### config.mk
export PLATFORM = sky130hd
export DESIGN_NAME = mag_comp_serial_ctrl
export DESIGN_NICKNAME = d
export VERILOG_FILES = /design/src/rtl/mag_comp_serial_ctrl.sv
export SDC_FILE = /design/constraint.sdc
export NUM_CORES = 1
export LEC_CHECK = 0
export CAP_MARGIN = 5
export CORE_UTILIZATION = 25
export DETAILED_ROUTE_END_ITERATION = 8
export GPL_ROUTABILITY_DRIVEN = 0
export REMOVE_ABC_BUFFERS = 1
export SLEW_MARGIN = 20
export SYNTH_ARGS = -nofsm -noshare
export SYNTH_HDL_FRONTEND = slang
export SYNTH_SLANG_ARGS = --single-unit
### constraint.sdc
create_clock -name clk -period 1.5 [get_ports clk]
set_clock_uncertainty 0.05 [all_clocks]
set_input_delay 0.15 -clock clk [delete_from_list [all_inputs] [get_ports clk]]
set_output_delay 0.15 -clock clk [all_outputs]
set_load 0.05 [all_outputs]
### src/rtl/mag_comp_serial_ctrl.sv
// Bit-serial magnitude comparator controller: walks A/B MSB-first through one
// shared external 1-bit comparator and stops at the first unequal bit.
module mag_comp_serial_ctrl #(
  parameter int WIDTH = 8
) (
  input  logic                           clk,
  input  logic                           rst_n,
  input  logic                           start,
  input  logic [WIDTH-1:0]               A,
  input  logic [WIDTH-1:0]               B,
  output logic                           cmp_a,
  output logic                           cmp_b,
  input  logic                           cmp_l,
  input  logic                           cmp_g,
  input  logic                           cmp_e,
  output logic                           busy,
  output logic                           done,
  output logic                           L,
  output logic                           G,
  output logic                           E,
  output logic [$clog2(WIDTH+1)-1:0]     bits_used
);

  localparam int CW = $clog2(WIDTH+1);
  localparam logic [CW-1:0] LAST_BIT = CW'(WIDTH-1);

  typedef enum logic [1:0] {IDLE, SCAN, DONE} state_t;

  state_t           r_state;
  logic [WIDTH-1:0] r_sa, r_sb;
  logic [CW-1:0]    r_cnt;
  logic [CW-1:0]    r_bits;
  logic             r_l, r_g, r_e;
  logic             w_scan;

  assign w_scan    = (r_state == SCAN);
  assign busy      = w_scan;
  assign done      = (r_state == DONE);
  // Comparator inputs are gated so the shared comparator sees 0/0 when idle.
  assign cmp_a     = w_scan & r_sa[WIDTH-1];
  assign cmp_b     = w_scan & r_sb[WIDTH-1];
  assign L         = r_l;
  assign G         = r_g;
  assign E         = r_e;
  assign bits_used = r_bits;

  always_ff @(posedge clk or negedge rst_n) begin
    if (!rst_n) begin
      r_state <= IDLE;
      r_sa    <= '0;
      r_sb    <= '0;
      r_cnt   <= '0;
      r_bits  <= '0;
      r_l     <= 1'b0;
      r_g     <= 1'b0;
      r_e     <= 1'b0;
    end else begin
      case (r_state)
        IDLE, DONE: begin
          if (start) begin
            r_sa    <= A;
            r_sb    <= B;
            r_cnt   <= '0;
            r_l     <= 1'b0;
            r_g     <= 1'b0;
            r_e     <= 1'b0;
            r_state <= SCAN;
          end else begin
            r_state <= IDLE;
          end
        end
        SCAN: begin
          r_cnt <= r_cnt + CW'(1);
          r_sa  <= r_sa << 1;
          r_sb  <= r_sb << 1;
          if (!cmp_e) begin
            // A faulty comparator (l==g with e==0) still terminates here.
            r_l     <= cmp_l;
            r_g     <= cmp_g;
            r_e     <= 1'b0;
            r_bits  <= r_cnt + CW'(1);
            r_state <= DONE;
          end else if (r_cnt == LAST_BIT) begin
            r_l     <= 1'b0;
            r_g     <= 1'b0;
            r_e     <= 1'b1;
            r_bits  <= CW'(WIDTH);
            r_state <= DONE;
          end
        end
        default: r_state <= IDLE;
      endcase
    end
  end

endmodule

After elaboration in Yosys (flattened, before gate mapping)
Cells that the tools add are included.
Widths: inputs -> output; s select.

storage, ports and cells
  register bits = 29
  input bits = 22
  output and inout port bits = 11
  logic and storage cells = 44

cells by class
  add/sub/neg operators = 1
  equality and inequality tests = 6
  muxes and demuxes = 21
  bitwise logic cells = 2
  reduce and logical (&&, ||, !) cells = 6

operator list
  kind                 number
  $pmux 8 s2           2
  $mux 8               2
  $mux 4               3
  $pmux 4 s2           1
  $mux 1               7
  $pmux 1 s2           3
  $add 4x1->4 const B  1
  $eq 4x3->1 const B   1
  $mux 2               2
  $pmux 2 s2           1
  $reduce_and 2->1     2
  $ne 3x2->1 const B   1
  $reduce_and 3->1     1
  $and 1x1->1          2
  $eq 2x1->1 const B   1
  $eq 2x2->1 const B   1
  $logic_not 2->1      1
  $ne 2x1->1 const B   1
  $ne 2x2->1 const B   1
  $reduce_bool 2->1    1
  $reduce_or 2->1      1

Logic depth before layout (Yosys ltp)
  depth in word-level cells = 4
  gate-level depth with buffers = 5
  depth with buffers taken out = 4

Worst setup path after synthesis
No wires, ideal clock.

  path kind = flip-flop to output port
  from = register r_state[1]
  to = output port cmp_a
  arrival time = 1.254 ns
  data required time = 1.300 ns
  slack = 0.046 ns
  stages on the path, launching flop included = 5
  buffers on the path = 1
  cells stage by stage = dfrtp_1 -> nand2b_1 -> buf_6 -> inv_4 -> and2_1

on the way
  word-level cells in the longest chain between the ends = 2

ends and longest elaborated chain
  element                 line  text
  start, declared         29    state_t r_state;
  start signal, assigned  49    r_state <= IDLE;
  start signal, assigned  67    r_state <= SCAN;
  start signal, assigned  69    r_state <= IDLE;
  $eq 2x1->1              36    assign w_scan = (r_state == SCAN);
  named net busy          16    output logic busy,
  $and 1x1->1             40    assign cmp_a = w_scan & r_sa[WIDTH-1];
  end, declared           11    output logic cmp_a,

The timed path passes the listed nets, and every way through them passes these cells.

Worst setup path in the final report
  from = register r_state[1]
  to = output port cmp_a

on the way
  word-level cells in the longest chain between the ends = 2

ends and longest elaborated chain
  element      line
  $eq 2x1->1   36
  $and 1x1->1  40

No other way between the ends.

==> results.ini <==
[status]
status=completed

[detailed_routing]
vias=1095
via_per_inst=4.43
drt_iter0_markers=43
antenna_left=0
post_drt_wl_per_cell_microns=11.9
drcViolationCount=0
finalWirelength_microns=2930
drt_pass1_iterations=4

[power_and_ir_drop]
share_comb_of_total_power_pct=43.7
p_sw_mw=1.28
switching_share_pct=37.6
leakagePower_nw=0.843
peakVddDrop_mv=0.540
internal-power_mw=2.13
p_per_area_nw_per_um2=1790
p_seq_share_pct=37.8
clkPwrFrac_pct=18.5

[logic_synthesis]
synth_top_family_by_area=simple AND/OR/NAND/NOR gates
yosys.cell_types.count=29
yosys.area_share.simple_pct=19.1
synth_compound_area_share_pct=16.4
synth_area_per_cell_sq_um=9.93
ys_warn_count=0
synth_seq_area_share_pct=54.6
synth-xor-area-share_pct=0.659
syn-cell-area_sq_um=1330
synth_fa_ha_area_share_pct=0.941
synth_mux_area_share_pct=2.82
synth-seq-cells=29
synthCells=134

[floorplan]
die-width_microns=74.9
dieArea_sq_um=5620
core_sq_um=5110
start_util_pct=26.0
die_y_microns=74.9
io_pins=33
fp-row-count=26

[clock_network]
clock_latency_ns=0.27
clk_pin_slew_ns=0.06
clock_path_buffers=2
root_buffer=clkbuf_8
tritoncts=done
cts_hold_buf=0
htreeDepth=2
cts_buffers=5
tritoncts_num_sinks=29

[timing]
rsz0062_at_grt=no
setup_viol=0
period_minus_slack_ns=1.43
max_freq_mhz=700
slew_headroom_pct=75.0
fin_hold_ws_ns=0.213
tightest_slew_ns=0.375
finalHoldViolCount=0
period_share_pct=95.2
finalMaxSlewViolations=0

[global_route]
busiest_layer=met2
use_met2_pct=18.5
grt_start_max_net_pins=30
grt-ovfl-total=0
use_met3_pct=4.42
grt_use_met1_pct=16.3
grt_usage_pct=12.1
antenna_found_initial=0
first_global_vias=1140
grt_pass1_wl_microns=5100

[critical_path]
crit_path_start=r_state[1]$_DFFE_PN0P_
r2r_end=bits_used[3]$_DFFE_PN0P_
ff2ff_path_depth=4
cp.arrival_ns=1.23
rrSetupSlack_ns=0.13
cp-end-kind=primary output
required_ns=1.30
crit_path_max_fanout=5
worst-setup-path-type=reg -> out
setup.worst_path.end=cmp_a
timing.rr.start=r_cnt[0]$_DFFE_PN0P_
startpoint_type=register

[placed_design]
dp_hpwl_microns=2050
portBuffers=32

[final_layout]
drive_above_1_share_pct=20.9
diodes=0
post-route-util_pct=37.2
area_delta_synth_final_pct=43.0
nets=200

[run]
maxCapViolCount=0

[hold_path]
hp-class=in -> async

==> metrics by stage <==
step	power (mW)	setup TNS [ns]	worst slack (ns)	instances	instance area, sq um
2_1_floorplan	2.19	-4.68	-0.527	126	1270
3_5_place_dp	2.77	0	0.0504	238	1790
3_3_place_gp	2.75	0	0.0760	238	1790
6_report	3.41	0	0.0724	247	1900
4_1_cts	3.45	0	0.0493	247	1900
5_1_grt	3.65	0	0.00281	247	1900
==> power by group through the flow <==
stage | Combinational (mW) | Clock, mW | Sequential [mW]
final | 1.49 | 0.632 | 1.29
after global routing | 1.64 | 0.687 | 1.33
after CTS | 1.51 | 0.653 | 1.29
after detailed placement | 1.47 | 0 | 1.30
after global placement | 1.46 | 0 | 1.29
after floorplan | 0.676 | 0 | 1.52
==> per-layer routing <==
layer	up-vias	wire length [microns]
li1	547	-
met1	522	1420
met2	24	1340
met3	2	152
met4	0	18
met5	-	0
==> cell type report <==
class / instances / area (sq um)
Inverter: 4 / 17.5
Fill cell: 526 / 3210
Multi-Input combinational cell: 93 / 538
Timing Repair Buffer: 44 / 445
Tap cell: 70 / 87.6
Clock buffer: 7 / 86.3
Sequential cell: 29 / 727
==> sequential cells by signal (all words and copies together), names as in the netlist <==
| name | cells |
|---|---|
| r_sa | 8 |
| r_sb | 8 |
| bits_used | 4 |
| r_cnt | 4 |
| r_state | 2 |
| E | 1 |
| G | 1 |
| L | 1 |
==> logic make-up after synthesis <==
logic type               count (synthesis)
flip-flops                              29
XOR/XNOR                                 1
buffers and inverters                   12
adder cells (fa/ha/maj)                  1
AND/OR/NAND/NOR                         59
multiplexers                             2
AO/OA/AOI/OAI                           30
==> layout by cell type (no fill, tap or decap), types with 2 or more instances in the layout <==
cell,n
buf_4,18
nor2_1,16
and2_1,2
o2bb2ai_1,2
buf_12,5
a31oi_1,15
a22o_1,5
clkbuf_8,6
clkdlybuf4s50_1,21
nor2b_1,2
nand2_1,30
o21ai_0,3
inv_1,3
nand3_1,3
dfrtp_1,28
==> worst max-delay path, cell delays in order (launching register included) <==
cell	delay, ns
dfrtp_1	0.38
nand2b_4	0.18
inv_4	0.08
and2_1	0.17
buf_12	0.14
==> cell usage after synthesis, drive strengths merged <==
cell,count,area share (%)
a22o,5,3.3
nor3,1,0.38
inv,4,1.3
o21ai,3,1.1
mux2,1,1.1
a31oi,15,7.1
nor2b,2,0.94
dfrtp,29,55
a2bb2oi,1,0.66
and2,2,0.94
ha,1,0.94
o2bb2ai,2,1.3
o32ai,1,0.66
nand2,30,8.5
o22ai,1,0.47
xor2,1,0.66
o21a,1,1.1
nand3,3,1.1
nor2,17,5.0
buf,8,4.2
mux2i,1,1.7
and3b,1,0.75
nand3b,1,0.56
o22a,1,0.66
nand2b,2,0.94
==> worst min path at each step <==
stage	endpoint	cells after the start
final	G$_DFFE_PN0P_	2
after global placement	r_sb[0]$_DFFE_PN0P_	1
after global routing	r_sa[6]$_DFFE_PN0P_	2
after floorplan	E$_DFFE_PN0P_	0
after CTS	r_cnt[2]$_DFFE_PN0P_	2
after detailed placement	r_sb[0]$_DFFE_PN0P_	1
==> timing repair <==
item / in CTS / in global routing
setup endpoints to repair: 2 / 2
buffers inserted: 2 / 0
gates resized for setup: 2 / 1
(Power assumes the default switching activity.)
